## config.mk

```make
export PLATFORM = sky130hd
export DESIGN_NAME = booth_mac_flat
export DESIGN_NICKNAME = d
export VERILOG_FILES = /design/src/rtl/booth_mac_if.sv /design/src/rtl/booth_mac.sv /design/src/flat_wrapper.sv
export SDC_FILE = /design/constraint.sdc
export NUM_CORES = 1
export LEC_CHECK = 0
export CORE_MARGIN = 3
export CORE_UTILIZATION = 45
export CTS_BUF_LIST = sky130_fd_sc_hd__clkbuf_4
export DETAILED_ROUTE_END_ITERATION = 10
export GPL_TIMING_DRIVEN = 0
export PLACE_DENSITY_LB_ADDON = 0.1
export SLEW_MARGIN = 5
export SYNTH_ARGS = -nofsm -noshare
export SYNTH_HDL_FRONTEND = slang
export SYNTH_SLANG_ARGS = --single-unit
```

## constraint.sdc

```tcl
create_clock -name clk -period 7.48 [get_ports clk]
set_clock_uncertainty 0.2 [all_clocks]
set_input_delay 1.122 -clock clk [delete_from_list [all_inputs] [get_ports clk]]
set_output_delay 1.122 -clock clk [all_outputs]
set_load 0.05 [all_outputs]
```

## src/rtl/booth_mac_if.sv

```systemverilog
// Handshake bundle for booth_mac: job start, operand stream and result port.
// The master side drives jobs and operands; the slave side is the MAC stage.
interface booth_mac_if #(
    parameter int ACC_W = 24,
    parameter int CNT_W = 8
);
    logic                    start;
    logic [CNT_W-1:0]        len;
    logic                    in_valid;
    logic                    in_ready;
    logic signed [7:0]       a;
    logic signed [7:0]       b;
    logic                    out_valid;
    logic                    out_ready;
    logic signed [ACC_W-1:0] acc_out;
    logic                    sat;
    logic                    err;
    logic                    busy;

    modport master (
        output start, len, in_valid, a, b, out_ready,
        input  in_ready, out_valid, acc_out, sat, err, busy
    );

    modport slave (
        input  start, len, in_valid, a, b, out_ready,
        output in_ready, out_valid, acc_out, sat, err, busy
    );
endinterface

```

## src/rtl/booth_mac.sv

```systemverilog
// Streaming signed multiply-accumulate: operand regs -> radix-4 Booth multiply ->
// product reg -> saturating accumulator, with a job length and a held result.
module booth_mac #(
    parameter int ACC_W = 24,
    parameter int CNT_W = 8
) (
    input  logic          clk,
    input  logic          rst_n,
    booth_mac_if.slave    bus
);
    typedef enum logic [1:0] {
        IDLE  = 2'd0,
        RUN   = 2'd1,
        DRAIN = 2'd2,
        DONE  = 2'd3
    } state_t;

    // Radix-4 modified Booth product; a = -128 is excluded by the caller.
    function automatic logic signed [15:0] booth_mul(input logic signed [7:0] x,
                                                     input logic signed [7:0] y);
        logic [8:0]         yb;
        logic signed [15:0] xe;
        logic signed [15:0] pp;
        logic signed [15:0] sum;
        yb  = {y, 1'b0};
        xe  = {{8{x[7]}}, x};
        sum = 16'sd0;
        for (int i = 0; i < 4; i++) begin
            case (yb[2*i +: 3])
                3'b001, 3'b010: pp = xe;
                3'b011:         pp = xe <<< 1;
                3'b100:         pp = -(xe <<< 1);
                3'b101, 3'b110: pp = -xe;
                default:        pp = 16'sd0;
            endcase
            sum = sum + (pp <<< (2*i));
        end
        return sum;
    endfunction

    state_t                  state_r, state_s;
    logic [CNT_W-1:0]        rem_r;
    logic                    op_v_r, prod_v_r;
    logic signed [7:0]       op_a_r, op_b_r;
    logic signed [15:0]      prod_r, mul_s;
    logic signed [ACC_W-1:0] acc_r, acc_s;
    logic [ACC_W:0]          sum_s;
    logic                    ovf_s;
    logic                    sat_r, err_r, in_ready_r, out_valid_r, busy_r;
    logic                    fire_s, last_s, start_ok_s;

    assign fire_s     = bus.in_valid && in_ready_r;
    assign last_s     = fire_s && (rem_r == CNT_W'(1));
    assign start_ok_s = (state_r == IDLE) && bus.start;
    assign mul_s      = ($unsigned(op_a_r) == 8'h80) ? 16'sd0 : booth_mul(op_a_r, op_b_r);

    // Next-state logic; DRAIN exits on the edge that retires the last product.
    always_comb begin
        state_s = state_r;
        case (state_r)
            IDLE: begin
                if (bus.start) begin
                    if (bus.len == '0) state_s = DONE;
                    else               state_s = RUN;
                end else begin
                    state_s = IDLE;
                end
            end
            RUN: begin
                if (last_s) state_s = DRAIN;
                else        state_s = RUN;
            end
            DRAIN: begin
                if (!op_v_r) state_s = DONE;
                else         state_s = DRAIN;
            end
            DONE: begin
                if (bus.out_ready) state_s = IDLE;
                else               state_s = DONE;
            end
            default: state_s = IDLE;
        endcase
    end

    // Saturating add of the sign-extended product at ACC_W+1 bits.
    always_comb begin
        sum_s = {acc_r[ACC_W-1], acc_r} + {{(ACC_W+1-16){prod_r[15]}}, prod_r};
        ovf_s = 1'b0;
        acc_s = sum_s[ACC_W-1:0];
        if (sum_s[ACC_W] != sum_s[ACC_W-1]) begin
            ovf_s = 1'b1;
            if (sum_s[ACC_W]) acc_s = {1'b1, {(ACC_W-1){1'b0}}};
            else              acc_s = {1'b0, {(ACC_W-1){1'b1}}};
        end else begin
            ovf_s = 1'b0;
        end
    end

    // State register.
    always_ff @(posedge clk or negedge rst_n) begin
        if (!rst_n) state_r <= IDLE;
        else        state_r <= state_s;
    end

    // Datapath, sticky flags and registered handshake outputs.
    always_ff @(posedge clk or negedge rst_n) begin
        if (!rst_n) begin
            rem_r       <= '0;
            op_v_r      <= 1'b0;
            prod_v_r    <= 1'b0;
            op_a_r      <= 8'sd0;
            op_b_r      <= 8'sd0;
            prod_r      <= 16'sd0;
            acc_r       <= '0;
            sat_r       <= 1'b0;
            err_r       <= 1'b0;
            in_ready_r  <= 1'b0;
            out_valid_r <= 1'b0;
            busy_r      <= 1'b0;
        end else begin
            op_v_r   <= fire_s;
            prod_v_r <= op_v_r;
            if (fire_s) begin
                op_a_r <= bus.a;
                op_b_r <= bus.b;
            end
            if (op_v_r) prod_r <= mul_s;
            if (start_ok_s) begin
                acc_r <= '0;
                sat_r <= 1'b0;
                err_r <= 1'b0;
                rem_r <= bus.len;
            end else begin
                if (fire_s) begin
                    rem_r <= rem_r - CNT_W'(1);
                    if ($unsigned(bus.a) == 8'h80) err_r <= 1'b1;
                end
                if (prod_v_r) begin
                    acc_r <= acc_s;
                    if (ovf_s) sat_r <= 1'b1;
                end
            end
            in_ready_r  <= (state_s == RUN);
            out_valid_r <= (state_s == DONE);
            busy_r      <= (state_s != IDLE);
        end
    end

    assign bus.in_ready  = in_ready_r;
    assign bus.out_valid = out_valid_r;
    assign bus.acc_out   = acc_r;
    assign bus.sat       = sat_r;
    assign bus.err       = err_r;
    assign bus.busy      = busy_r;
endmodule

```

## src/flat_wrapper.sv

```systemverilog
// flat-port wrapper written by rule: the top's interface ports become plain ports
module booth_mac_flat 
#(
    parameter int ACC_W = 24,
    parameter int CNT_W = 8
)
  (clk, rst_n, bus_start, bus_len, bus_in_valid, bus_a, bus_b, bus_out_ready, bus_in_ready, bus_out_valid, bus_acc_out, bus_sat, bus_err, bus_busy);
  booth_mac_if #(.ACC_W(ACC_W), .CNT_W(CNT_W)) bus_i ();
  input  logic clk;
  input  logic rst_n;
  input wire logic [$bits(bus_i.start)-1:0] bus_start;
  input wire logic [$bits(bus_i.len)-1:0] bus_len;
  input wire logic [$bits(bus_i.in_valid)-1:0] bus_in_valid;
  input wire logic [$bits(bus_i.a)-1:0] bus_a;
  input wire logic [$bits(bus_i.b)-1:0] bus_b;
  input wire logic [$bits(bus_i.out_ready)-1:0] bus_out_ready;
  output wire logic [$bits(bus_i.in_ready)-1:0] bus_in_ready;
  output wire logic [$bits(bus_i.out_valid)-1:0] bus_out_valid;
  output wire logic [$bits(bus_i.acc_out)-1:0] bus_acc_out;
  output wire logic [$bits(bus_i.sat)-1:0] bus_sat;
  output wire logic [$bits(bus_i.err)-1:0] bus_err;
  output wire logic [$bits(bus_i.busy)-1:0] bus_busy;
  assign bus_i.start = bus_start;
  assign bus_i.len = bus_len;
  assign bus_i.in_valid = bus_in_valid;
  assign bus_i.a = bus_a;
  assign bus_i.b = bus_b;
  assign bus_i.out_ready = bus_out_ready;
  assign bus_in_ready = bus_i.in_ready;
  assign bus_out_valid = bus_i.out_valid;
  assign bus_acc_out = bus_i.acc_out;
  assign bus_sat = bus_i.sat;
  assign bus_err = bus_i.err;
  assign bus_busy = bus_i.busy;
  booth_mac #(.ACC_W(ACC_W), .CNT_W(CNT_W)) u_core (.clk(clk), .rst_n(rst_n), .bus(bus_i));
endmodule
```

# Yosys cells after proc, flatten, opt, wreduce, memory -nomap -nowiden
# Cells that the tools add are included.
dict set report totals {
  reg_bits 73
  input_bits 29
  out_inout_bits 29
  wordCells 92
}
dict set report classes {
  add_sub_neg 7
  eq_ne 30
  n_mux 24
  reduce_logical 18
}
# cell count
set ops {}
lappend ops {{$mux 24} 4}
lappend ops {{$pmux 14 s4} 1}
lappend ops {{$add 16x16->16} 3}
lappend ops {{$pmux 12 s4} 1}
lappend ops {{$pmux 16 s3} 1}
lappend ops {{$pmux 10 s4} 1}
lappend ops {{$eq 3x3->1 const B} 9}
lappend ops {{$add 24x16->25} 1}
lappend ops {{$eq 3x2->1 const B} 6}
lappend ops {{$eq 8x8->1 const B} 2}
lappend ops {{$mux 16} 1}
lappend ops {{$mux 8} 2}
lappend ops {{$neg 8->16} 1}
lappend ops {{$neg 9->16} 1}
lappend ops {{$reduce_or 2->1} 6}
lappend ops {{$eq 2x2->1 const B} 5}
lappend ops {{$reduce_bool 2->1} 5}
lappend ops {{$eq 3x1->1 const B} 3}
lappend ops {{$eq 8x1->1 const B} 1}
lappend ops {{$logic_not 8->1} 1}
lappend ops {{$mux 1} 8}
lappend ops {{$mux 2} 4}
lappend ops {{$pmux 2 s4} 1}
lappend ops {{$sub 8x1->8 const B} 1}
lappend ops {{other kinds (5)} 10}

# Depth between registers and ports, before layout
# Gate-level depths: netlist of the first run.
dict set report logic_depth {
  word_depth 7
  mapped_depth 24
  ltp_nobuf 21
}

# Worst setup path after synthesis of the first run
# OpenSTA, ideal clock, no wires.
dict set report synth_path {
  kind {reg-to-reg}
  from {register u_core.op_a_r[1]}
  to {register u_core.prod_r[14]}
  setup_ps 122
  t_arrival_ps 4854
  required_ps 7158
  slack_ps 2304
  stages_incl_launch_ff 25
  n_path_buf 4
  period_less_slack_ps 5176
  path_cell_list {dfrtp_1 > clkbuf_1 > inv_1 > ha_1 > buf_2 > or3b_1 > clkbuf_1 > or3_1 > clkbuf_1 > nand2_1 > xor2_1 > o221ai_1 > fa_1 > inv_1 > fa_1 > inv_1 > ha_1 > inv_1 > a21oi_1 > o21ai_0 > a21boi_0 > o21ai_0 > a211oi_1 > or3_1 > a32o_1}
}
dict set report synth_via {
  elab_chain_len 6
  word_cells_on_any_way 11
  cone_classes {5 x add/sub; 1 x eq/ne; 5 x mux}
}
# item line_no
set synth_rtl {}
lappend synth_rtl {{start: declaration} booth_mac.sv:44} ;# logic signed [7:0] op_a_r, op_b_r;
lappend synth_rtl {{start signal: assignment} booth_mac.sv:124} ;# op_a_r <= bus.a;
lappend synth_rtl {{$neg 9->16 / $neg 8->16 (equally long branches)} {booth_mac.sv:32, booth_mac.sv:33}}
lappend synth_rtl {{$pmux 14 s4 / $pmux 16 s3 (equally long branches)} booth_mac.sv:29} ;# case (yb[2*i +: 3])
lappend synth_rtl {{$add 16x16->16 (3 in series)} booth_mac.sv:36} ;# sum = sum + (pp <<< (2*i));
lappend synth_rtl {{$mux 16 (*)} booth_mac.sv:55} ;# assign mul_s = ($unsigned(op_a_r) == 8'h80) ? 16'sd0 : booth_mul(op_a_r, op_b_r);
lappend synth_rtl {{end signal: assignment} booth_mac.sv:127} ;# if (op_v_r) prod_r <= mul_s;
lappend synth_rtl {{end: declaration} booth_mac.sv:45} ;# logic signed [15:0] prod_r, mul_s;
# Every way passes the cells marked *; elsewhere a longest branch is shown, timed or not.
# A chain may end at the register's enable or synchronous reset.

# Final worst setup path of the first run
# Same ends and word-level chain as after synthesis.

==> results of run 1 <==
## sequential cells by signal, indices dropped and copies added (netlist names)
register	flops
u_core.bus.in_ready	1
u_core.prod_v_r	1
u_core.bus.out_valid	1
u_core.prod_r	16
u_core.bus.sat	1
u_core.state_r	2
u_core.bus.err	1
u_core.op_v_r	1
u_core.op_b_r	8
u_core.rem_r	8
u_core.bus.acc_out	24
u_core.bus.busy	1
u_core.op_a_r	8
## kinds of logic (layout without fill, tap and decap cells)
group                      after synthesis  count (layout)
and+or+nand+nor                        271             271
AOI/OAI and AO/OA                      246             246
buffers and inverters                  110             184
DFF                                     73              73
adders and majority gates               66              66
xor gates and xnor gates                62              62
muxes                                   13              13
## area by class of cell
| cell class | count | area [sq um] | area share |
|---|---|---|---|
| Timing Repair Buffer | 58 | 596 | 0.0768 |
| Multi-Input combinational cell | 658 | 4500 | 0.580 |
| Tap cell | 184 | 230 | 0.0297 |
| Buffer | 48 | 209 | 0.0270 |
| Sequential cell | 73 | 1830 | 0.236 |
| Inverter | 62 | 233 | 0.0300 |
| Clock buffer | 10 | 75.1 | 0.00969 |
| Clock inverter | 6 | 82.6 | 0.0107 |
## cells in the final DEF, fill, tap and decap left out, types with 4 or more instances in the layout
| cell | n |
|---|---|
| buf_1 | 4 |
| nand2_1 | 102 |
| a22oi_1 | 9 |
| a211oi_1 | 10 |
| nor2_1 | 90 |
| xnor2_1 | 41 |
| a31oi_1 | 12 |
| nor2b_1 | 11 |
| mux2i_1 | 6 |
| or3_1 | 8 |
| inv_1 | 62 |
| nand2b_1 | 10 |
| xor2_1 | 21 |
| nor3_1 | 11 |
| o21ai_0 | 68 |
| mux2_2 | 7 |
| o21ai_1 | 18 |
| a21o_1 | 9 |
| ha_1 | 44 |
| nor4_1 | 4 |
| o21a_1 | 5 |
| and3_1 | 4 |
| a221oi_1 | 5 |
| o2bb2ai_1 | 4 |
| nand3_1 | 14 |
| o211ai_1 | 4 |
| clkdlybuf4s50_1 | 56 |
| dfrtp_1 | 73 |
| clkbuf_1 | 36 |
| a21oi_1 | 48 |
| buf_2 | 4 |
| a22o_1 | 9 |
| a311oi_1 | 4 |
| clkbuf_4 | 10 |
| fa_1 | 22 |
## how the worst max path moves through the flow
stage	endpoint	start
detailed placement	u_core.prod_r[14]	u_core.op_a_r[0]
global route	u_core.prod_r[14]	u_core.op_a_r[1]
CTS	u_core.prod_r[14]	u_core.op_a_r[0]
floorplan	u_core.prod_r[14]	u_core.op_a_r[1]
global placement	u_core.prod_r[14]	u_core.op_a_r[0]
finish	u_core.prod_r[14]	u_core.op_a_r[1]
## layer usage
layer	vias to the layer above	wire [microns]
met5	-	0
met4	0	478
met3	41	1450
met2	258	8620
met1	3070	9390
li1	3081	-
## metrics by stage
step,hold slack (ns),std cells,area (sq um)
3_3_place_gp,0.294,1082,7570
4_1_cts,0.311,1099,7750
2_1_floorplan,0.207,841,6770
3_5_place_dp,0.300,1083,7590
6_report,0.321,1099,7750
5_1_grt,0.318,1099,7750
## worst register-to-register path, cell delays in order (launching register included)
cell and delay [ns]:
dfrtp_1 0.34, clkbuf_1 0.46, inv_1 0.12, ha_1 0.20
buf_2 0.19, or3b_1 0.19, clkbuf_1 0.45, or3_1 0.18
clkbuf_1 0.50, nand2_1 0.14, xor2_1 0.15, o221ai_1 0.18
fa_1 0.52, inv_1 0.06, fa_1 0.52, inv_1 0.04
ha_1 0.27, inv_1 0.09, a21oi_1 0.06, o21ai_0 0.24
a21boi_0 0.18, o21ai_0 0.26, a211oi_1 0.12, or3_1 0.31
a32o_1 0.24
==> flow_summary.ini, run 1 <==
[run_status]
status = finished clean

[clock_network]
post-cts-setup-buffer-count = 0
clock_sinks = 73
clock_latency_ns = 0.45
cts_root_buffer = clkbuf_4
numCtsBuffers = 9
htreeDepth = 3
cts_buffer_depth = 2
hold_buffers = 0
cts_tree = yes
ctsResizeCount = 0
cts.reportedPaths.clkPinSlew_ns = 0.12

[yosys]
synth_top_cells_by_count = nand2_1, nor2_1, dfrtp_1
synth_most_common_cell = nand2_1
async_flop_share = 1.00
yosysWarningCount = 0
synth_compound_area_frac = 0.235
yosys.area_share.simple = 0.183
yosysTopAreaCell = dfrtp_1
synth_top_family_by_area = compound AO/OA/AOI/OAI gates
syn_inst = 841
synth_edf_count = 0
synthAdderAreaFrac = 0.146
syn_area_sq_mm = 0.00677
synth_area_leaders = dfrtp_1, ha_1, fa_1, nand2_1, xnor2_1
synth_xor_xnor_area_share = 0.0803
syn_nets = 936
ys_types = 69
synth_ff_type = dfrtp_1
ys_seq_elements = 73
synth_top_cell_area_share = 0.270
synth.avg_cell_area_sq_um = 8.05
synthMuxAreaShare = 0.0205
seq_area_frac_synth = 0.270

[grt]
met3_usage = 0.0490
overflow = 0
met1_usage = 0.353
grt_pass1_wl_mm = 32.0
grt.busiest_layer = met2
grt_use_met2 = 0.368
grt_usage = 0.243
grt_pass1_vias = 6080
grt_max_degree = 54
grt_antenna_before_repair = 0

[worst_hold_path]
min-delay-start = u_core.prod_r[0]
hold-path-endpoint = u_core.prod_r[0]
min_path_cells = 1
min-delay-path-class = reg -> reg

[setup_path]
crit_type = reg -> reg
path_depth = 24
timing.rr.end = u_core.prod_r[14]
rr_startpoint = u_core.op_a_r[1]
critical_path_buf_inv_count = 8
slowest_stage = fa_1
cp_top_family = buffers and inverters
required_ns = 7.62
reg2reg_slack_ns = 1.13
rr_worst_depth = 24
cp-end-kind = flop
cp_max_fo = 10
crit_arrival_ns = 6.48
cp-start-kind = flop
critical_path.max_stage_delay_ns = 0.52
crit_top_cell = inv_1
worstPathCellList = clkbuf_1, inv_1, ha_1, buf_2, or3b_1, clkbuf_1, or3_1, clkbuf_1, nand2_1, xor2_1, o221ai_1, fa_1, inv_1, fa_1, inv_1, ha_1, inv_1, a21oi_1, o21ai_0, a21boi_0, o21ai_0, a211oi_1, or3_1, a32o_1

[layout]
n_antenna_cell = 0
syn_to_final_growth_pct = 14.5
drive_above_1_share = 0.0481
fillers = 1431
nets = 1005
fin_util = 0.529

[job]
maxCapViolations = 0

[floorplan]
die_x_microns = 129
die_h_microns = 129
core_sq_mm = 0.0146
start_util = 0.462
dieArea_sq_mm = 0.0165
ioPinCount = 58
rows = 44

[route]
via_count = 6450
ant_nets = 0
via_per_inst = 5.87
drt_iter0_markers = 553
drc = 0
avgRoutedWirePerCell_microns = 18.1
drt-pass1-iter-count = 5
wirelength_mm = 19.9

[sta]
period_share = 0.849
timing.fmax_mhz = 158
fin_tns_setup_ns = 0
finalWorstSetupSlack_ns = 1.13
hold_viol = 0
timing.slew.headroom = 0.396
rsz0062_at_grt = no
drv_slew = 0
period_minus_slack_ns = 6.35
setup_violations = 0
tightest_slew_ns = 0.897

[placed_design]
globalplace.congestion = 1.03
place_ws_ns = 1.27
io_buffers = 57
post-dp-hpwl_mm = 15.4
Power of run 1 is not shown: default switching activity piles up to over one toggle a cycle in this logic, so the estimate is an artifact.
==> run 2: changes to the inputs <==
Clock period 7.48 ns to 5.6 ns, I/O delays scaled along.
==> run 2 against run 1 <==
Worst setup slack got worse by 0.93 ns. Die area is the same. Wire length up 1.4%. Critical path depth decreased by 5. Fmax grew 18%. Utilization up 0.60 points. Non-clock buffer count rose by 2. Count of clock-buffer cells in the layout did not move. Final area rose by 1.1%. Via count up 0.71%. Flip-flop and latch count did not move. Critical path type unchanged. Critical endpoint unchanged.
==> flow_summary.ini, run 2 (synthesis results as in run 1) <==
[layout]
n_antenna_cell = 0
nets = 1008
drive_above_1_share = 0.0697
seq_area_sq_mm = 0.00183
syn_to_final_growth_pct = 15.8
fillers = 1426
largest_reg_flops = 24
final_common_cell = nand2_1
fin_util = 0.535
multiInputGateArea_sq_mm = 0.00454
final_cell_mix = nand2_1, nor2_1, dfrtp_1

[setup_path]
required_ns = 5.74
cp-start-kind = flop
cp_max_fo = 10
crit_arrival_ns = 5.53
crit_type = reg -> reg
cp-end-kind = flop

[route]
via_per_inst = 5.89
wirelength_mm = 20.2
ant_nets = 0
avgRoutedWirePerCell_microns = 18.3
via_count = 6496
drt_iter0_markers = 699
drt-pass1-iter-count = 5
drc = 0

[floorplan]
ioPinCount = 58
die_h_microns = 129
core_sq_mm = 0.0146
dieArea_sq_mm = 0.0165
start_util = 0.462
rows = 44
die_x_microns = 129

[sta]
drv_slew = 0
period_share = 0.963
hold_viol = 0
timing.slew.headroom = 0.383
setup_violations = 0
timing.fmax_mhz = 185
period_minus_slack_ns = 5.39
tightest_slew_ns = 0.916

[placed_design]
globalplace.congestion = 1.03
post-dp-hpwl_mm = 15.4
io_buffers = 57

[clock_network]
hold_buffers = 0
clock_latency_ns = 0.45
htreeDepth = 3
clock_sinks = 73
cts_buffer_depth = 2
cts_root_buffer = clkbuf_4
cts.reportedPaths.clkPinSlew_ns = 0.12
cts_tree = yes
numCtsBuffers = 9

[grt]
overflow = 0
grt_pass1_vias = 6073
grt_pass1_wl_mm = 32.1
grt_max_degree = 54
grt_antenna_before_repair = 0
grt_usage = 0.244

[worst_hold_path]
min-delay-path-class = in -> async

[run_status]
status = finished clean

[job]
maxCapViolations = 0
==> run 2: cell count changes in the layout (fill, tap and decap cells not counted), sizes merged <==
cell    previous run  this run
or3                8         9
clkbuf            47        42
buf               13        20
==> run 2: final cells by class <==
type	count	area share
Multi-Input combinational cell	659	0.580
Sequential cell	73	0.233
Timing Repair Buffer	65	0.0827
Inverter	62	0.0300
Tap cell	184	0.0294
Buffer	43	0.0247
Clock inverter	6	0.0105
Clock buffer	10	0.00958
==> run 2: routing by layer <==
layer | global-route usage | part of all wire | vias to the layer above
met5 | 0 | 0 | -
met4 | 0.0704 | 0.021 | 0
met3 | 0.0469 | 0.079 | 32
met2 | 0.372 | 0.44 | 282
met1 | 0.353 | 0.46 | 3094
li1 | - | - | 3088
==> run 2: worst paths after layout <==
check                      cells past startpoint               endpoint  slack, ns        startpoint
max reg2reg                                   19      u_core.prod_r[14]       0.21  u_core.op_a_r[0]
min in group clk                               1       u_core.prod_r[0]       0.32  u_core.prod_r[0]
max in group asynchronous                      2       u_core.op_a_r[1]       4.56             rst_n
min reg2reg                                    1       u_core.prod_r[0]       0.32  u_core.prod_r[0]
max                                           19      u_core.prod_r[14]       0.21  u_core.op_a_r[0]
min                                            1  u_core.bus.acc_out[9]       0.06             rst_n
==> run 2: repair_timing <==
item / in CTS / in global routing
setup buffers: 0 / 7
pin swaps: 0 / 2
gates resized for setup: 12 / 8
gates cloned: 0 / 1
setup endpoints to repair: 6 / 4
==> run 2: critical path, cell delays in order, from the launching register on <==
cell,delay [ns]
dfrtp_2,0.46
inv_4,0.12
ha_1,0.16
clkbuf_4,0.21
or3b_4,0.49
or3_4,0.48
buf_4,0.17
nand2_1,0.07
xor2_1,0.16
o221ai_1,0.22
fa_1,0.56
inv_1,0.06
fa_1,0.53
inv_1,0.04
ha_1,0.34
a21boi_2,0.19
o21ai_1,0.17
a211oi_1,0.11
or3_1,0.31
a32o_1,0.24
==> run 2: metrics by stage <==
stage	worst slack [ns]	setup TNS [ns]	area [sq um]	std cells	hold WS [ns]
CTS	0.0339	0	7760	1094	0.0288
floorplan	0.424	0	6770	841	0.207
global route	-0.00340	-0.00340	7840	1102	0.0358
finish	0.207	0	7840	1102	0.0611
detailed placement	-0.608	-1.82	7590	1083	0.300
global placement	-0.595	-1.70	7570	1082	0.294
Power of run 2 is left out for the same reason.
